### src/rtl/msg_encrypt.sv
// LFSR stream cipher: writes a keyed preamble plus 64-preamble plaintext bytes to mem[64..127].
// Latency: first write one cycle after start, 64 writes back to back; no backpressure, memory always accepts.
module msg_encrypt (
    input  logic       clk,
    input  logic       init,
    input  logic       start,
    input  logic [2:0] taps_sel,
    input  logic [5:0] seed,
    input  logic [3:0] pre_len,
    input  logic [7:0] data_out,
    output logic [7:0] raddr,
    output logic [7:0] waddr,
    output logic [7:0] data_in,
    output logic       wr_en,
    output logic       done,
    output logic       err
);

    typedef enum logic [1:0] {
        S_IDLE = 2'd0,
        S_RUN  = 2'd1,
        S_DONE = 2'd2
    } state_t;

    state_t     r_state;
    state_t     w_next;

    logic [5:0] r_cnt;
    logic [5:0] r_lfsr;
    logic [5:0] r_taps;
    logic [3:0] r_pre;
    logic       r_done;
    logic       r_err;

    logic       w_can_start;
    logic       w_accept;
    logic       w_reject;
    logic       w_last;
    logic       w_fb;
    logic       w_in_pre;
    logic [5:0] w_rd_idx;
    logic [5:0] w_seed_fix;
    logic [5:0] w_tap_val;

    always_comb begin
        w_tap_val = 6'h21;
        case (taps_sel)
            3'd0:    w_tap_val = 6'h21;
            3'd1:    w_tap_val = 6'h2D;
            3'd2:    w_tap_val = 6'h30;
            3'd3:    w_tap_val = 6'h33;
            3'd4:    w_tap_val = 6'h36;
            3'd5:    w_tap_val = 6'h39;
            default: w_tap_val = 6'h21;
        endcase
    end

    // Start is honoured in both IDLE and DONE; RUN ignores it entirely.
    assign w_can_start = (r_state != S_RUN) && start;
    assign w_accept    = w_can_start && (taps_sel <= 3'd5);
    assign w_reject    = w_can_start && (taps_sel > 3'd5);
    assign w_last      = (r_cnt == 6'd63);
    assign w_seed_fix  = (seed == 6'h00) ? 6'h01 : seed;
    assign w_fb        = ^(r_lfsr & r_taps);
    assign w_in_pre    = (r_cnt < {2'b00, r_pre});
    assign w_rd_idx    = r_cnt - {2'b00, r_pre};

    always_ff @(posedge clk or posedge init) begin
        if (init) begin
            r_state <= S_IDLE;
        end else begin
            r_state <= w_next;
        end
    end

    always_comb begin
        w_next = r_state;
        case (r_state)
            S_IDLE: begin
                if (w_accept) w_next = S_RUN;
            end
            S_RUN: begin
                if (w_last) w_next = S_DONE;
            end
            S_DONE: begin
                if (w_accept)      w_next = S_RUN;
                else if (w_reject) w_next = S_IDLE;
            end
            default: w_next = S_IDLE;
        endcase
    end

    always_comb begin
        wr_en   = 1'b0;
        raddr   = 8'h00;
        waddr   = 8'h00;
        data_in = 8'h00;
        if (r_state == S_RUN) begin
            wr_en = 1'b1;
            waddr = 8'd64 + {2'b00, r_cnt};
            if (w_in_pre) begin
                data_in = 8'h5F ^ {2'b00, r_lfsr};
            end else begin
                raddr   = {2'b00, w_rd_idx};
                data_in = data_out ^ {2'b00, r_lfsr};
            end
        end
    end

    always_ff @(posedge clk or posedge init) begin
        if (init) begin
            r_cnt  <= 6'd0;
            r_lfsr <= 6'h01;
            r_taps <= 6'h21;
            r_pre  <= 4'd0;
            r_done <= 1'b0;
            r_err  <= 1'b0;
        end else if (w_accept) begin
            r_cnt  <= 6'd0;
            r_lfsr <= w_seed_fix;
            r_taps <= w_tap_val;
            r_pre  <= pre_len;
            r_done <= 1'b0;
            r_err  <= 1'b0;
        end else if (w_reject) begin
            r_done <= 1'b0;
            r_err  <= 1'b1;
        end else if (r_state == S_RUN) begin
            r_cnt  <= r_cnt + 6'd1;
            r_lfsr <= {r_lfsr[4:0], w_fb};
            if (w_last) r_done <= 1'b1;
        end
    end

    assign done = r_done;
    assign err  = r_err;

endmodule

### config.mk
export PLATFORM = sky130hd
export DESIGN_NAME = msg_encrypt
export DESIGN_NICKNAME = d
export VERILOG_FILES = /design/src/rtl/msg_encrypt.sv
export SDC_FILE = /design/constraint.sdc
export NUM_CORES = 1
export LEC_CHECK = 0
export BUFFER_PORTS_ARGS = -buffer_cell sky130_fd_sc_hd__buf_2
export CORE_MARGIN = 4
export CORE_UTILIZATION = 50
export DETAILED_ROUTE_END_ITERATION = 8
export GPL_ROUTABILITY_DRIVEN = 0
export PLACE_DENSITY_LB_ADDON = 0.15
export SYNTH_ARGS = -nofsm -noshare
export SYNTH_HDL_FRONTEND = slang
export SYNTH_SLANG_ARGS = --single-unit
### constraint.sdc
create_clock -name clk -period 3.86 [get_ports clk]
set_clock_uncertainty 0.1 [all_clocks]
set_input_delay 0.772 -clock clk [delete_from_list [all_inputs] [get_ports clk]]
set_output_delay 0.772 -clock clk [all_outputs]
set_load 0.02 [all_outputs]
==> results.md <==
* Num CTS Buffers at 3
* Cells on worst reg2reg path at 6
* WP data arrival at 2.78 ns
* Crit path time final at 3.65 ns
* GR Overflow Total at 0
* Placed Instance Area at 1830 µm²
* Top Family by Delay on Critical Path: compound AO/OA/AOI/OAI gates
* Post-DP HPWL at 2.62 mm
* Die ar. at 4150 µm²
* Sw frac at between 40% and 50%
* WP buf/inv at 4
* Area grow syn2layout at 18.7%
* Number of remaining DRC errors at 0
* Crit Path Class: reg -> out
* Cell breakdown of the critical path: inv_1 -> ha_1 -> inv_1 -> fa_1 -> a21o_1 -> a2111oi_4 -> buf_4 -> and2b_2 -> xnor2_1 -> nor2_1 -> buf_2
* CP peak stage delay at 0.42 ns
* Highest Clock Rate at roughly 0.27 GHz
* Int Pwr at 0.00103 W
* Syn_area_per_cell at 8.17 µm²
* Routed wire per std cell at 11.8 µm
* Peak supply drop at 0.000330 V
* Worst-Margin Slew at 0.920 ns
* Worst path required time at 2.99 ns
* Final hold vios at 0
* Combinational share of power at 69.9%
* # setup viols final at 0
* First-pass GRT wire length at 5.82 mm
* Critical Path End Type: output port
* Fillcell total at just over 300
* Largest area contributor in the netlist: dfrtp_1
* Critical path depth in cells at 11
* Clk network pwr share at under 10%
* Vias in the first global route at 1351
* Slew headroom at around two fifths
* Sequential share of power at 24.7%
* Commonest non-fill, non-tap cell in the layout: buf_2
* Outcome: finished, final reports clean
* CTS Sinks at 25
* Synth top area cells: dfrtp_1, nand2_1, nor2_1
* Slew Limit Fails at 0
* # rows at 20
* Starting DRT DRC Count at 58
* Sequential area share after synthesis at 39.4%
* Cell mode on critical path: inv_1
* Placed cell count at approximately 280
* Async set-reset flop share out of synthesis at between 90% and 100%
* Clk pin slew, worst setup/hold paths at 0.12 ns
* Min-delay worst type: reg -> reg
* Power Density at 1080 nW/µm²
* Finished Layout Cells at 286
* Antenna fix cells at 0
* Routed vias/inst at 4.94
* Lkg Pwr at around 0.96 nW
* Core area at 3050 µm²
* Final design instance area without fill at 1890 µm²
* Vias at 1413
* Synth Cell Area at 1590 µm²
* Fraction of layout instances using a drive strength above 1 at roughly a quarter
* Synth Flop Type: dfrtp_1
* Gate Count Post-Synth at 195
* Fin nets at 274
* Worst skew pair latency at 0.30 ns
* Max-Cap Viols at 0
* Final Core Density at 61.9%
* Worst-path maximum fanout at 4
* Port buffer count at 47
* Commonest cells after routing, fill and taps aside: buf_2, nand2_1, nor2_1
* FF+latch count, synth at 25
* Setup total negative slack at 0 ns
* Largest net degree at the start of global routing at 28
* Longest Clk Path Bufs at 2
* Synth top area share at 36.1%
* Final worst slack at 0.211 ns
* Crit-path slowest cell: dfrtp_1
* R2R Setup Slk at approximately 1.6 ns
* Total Wirelength at 3.38 mm
* DRT Pass-1 Iters at 4
* Switching power at 0.00100 W
* Die width at around 64 µm
* Final period utilization at between 90% and 100%
* Yosys cell types at 32
* GRT Total Usage at 17.2%
* # hold bufs at CTS at 0
* Startpoint types: flip-flop
* Height of the chip at 64.4 µm
* Initial antenna violation count at 0
* Syn. warnings at 0
* Worst Setup Slack post-DPL at 0.404 ns
* Root buf cell: clkbuf_4
* Initial Util at between 50% and 60%
* H-tree Lvls at 1
* Hold Path Cell Cnt at 2
* Post-synth EDFFs at 0
* CTS tree: built
* Io pins at 51
* Final ANT Viol Nets at 0
worst reg2reg max path, stage by stage (launching register included):
cell,delay (ns)
dfrtp_1,0.42
nand2b_1,0.08
buf_4,0.27
inv_1,0.28
nor2_1,0.73
nand2_1,0.17
o21ai_0,0.19
final cells by class:
cell class / instances / area (µm²) / area share (%)
Tap cell: 44 / 55.1 / 2.91
Sequential cell: 25 / 628 / 33.2
Timing Repair Buffer: 53 / 280 / 14.8
Inverter: 7 / 26.3 / 1.39
Clock buffer: 4 / 26.3 / 1.39
Multi-Input combinational cell: 153 / 875 / 46.3
flip-flops by register name (all words and copies together), names as in the netlist:
signal / count
done: 1
err: 1
r_cnt: 6
r_lfsr: 6
r_pre: 4
r_state: 2
r_taps: 5
synth_stat cells (all sizes together) (3+ instances only):
cell type,count
nand2,39
nor2,35
dfrtp,23
o21ai,11
xnor2,9
clkbuf,8
a21oi,7
and2,7
inv,7
xor2,7
ha,6
a31oi,5
buf,4
nand2b,4
a21o,3
worst paths after layout:
check,start,end
hold reg to reg,done$_DFFE_PP0P_,done$_DFFE_PP0P_
hold / removal,done$_DFFE_PP0P_,done$_DFFE_PP0P_
max in group asynchronous,init,r_pre[1]$_DFFE_PP0P_
setup reg to reg,r_state[0]$_DFFE_PP0P_,r_taps[1]$_DFFE_PP0P_
min in group asynchronous,init,err$_DFFE_PP0N_
setup / recovery,r_cnt[0]$_DFFE_PP0P_,data_in[5]
per-layer routing:
layer  track usage [%]  vias to the layer above  part of all wire, %
met5                 0                        -                    0
met2              30.2                       29                   47
li1                  -                      720                    -
met4              3.96                        0                    0
met3              2.25                        0                  5.3
met1              22.6                      664                   48
power groups by stage:
stage                     logic, W  clock network [W]  registers, W
final                      0.00142           0.000111      0.000502
after detailed placement   0.00137                  0      0.000508
after global placement     0.00134                  0      0.000505
after CTS                  0.00138           0.000116      0.000502
after floorplan            0.00103                  0      0.000475
after global routing       0.00158           0.000126      0.000521
stage by stage:
step,hold slack [ns],power [W]
2_1_floorplan,0.339,0.00151
3_3_place_gp,0.357,0.00185
3_5_place_dp,0.363,0.00188
4_1_cts,0.394,0.00199
5_1_grt,0.426,0.00223
6_report,0.387,0.00203
kinds of logic after synthesis:
kind of cell             Yosys count  synth area share, %
flip-flops                        25                 39.4
multiplexers                       2                 1.41
XOR/XNOR                          16                 8.80
AND/OR/NAND/NOR                   93                 24.9
buffers and inverters             19                 6.13
other                              1                0.235
AO/OA/AOI/OAI                     32                 13.1
adder cells (fa/ha/maj)            7                 5.97
timing repair:
| item | in CTS | in global routing |
|---|---|---|
| setup endpoints to repair | 0 | 6 |
| buffers inserted | 0 | 4 |
| gates resized for setup | 0 | 0 |
No activity file was read; power rests on OpenSTA's default activity.
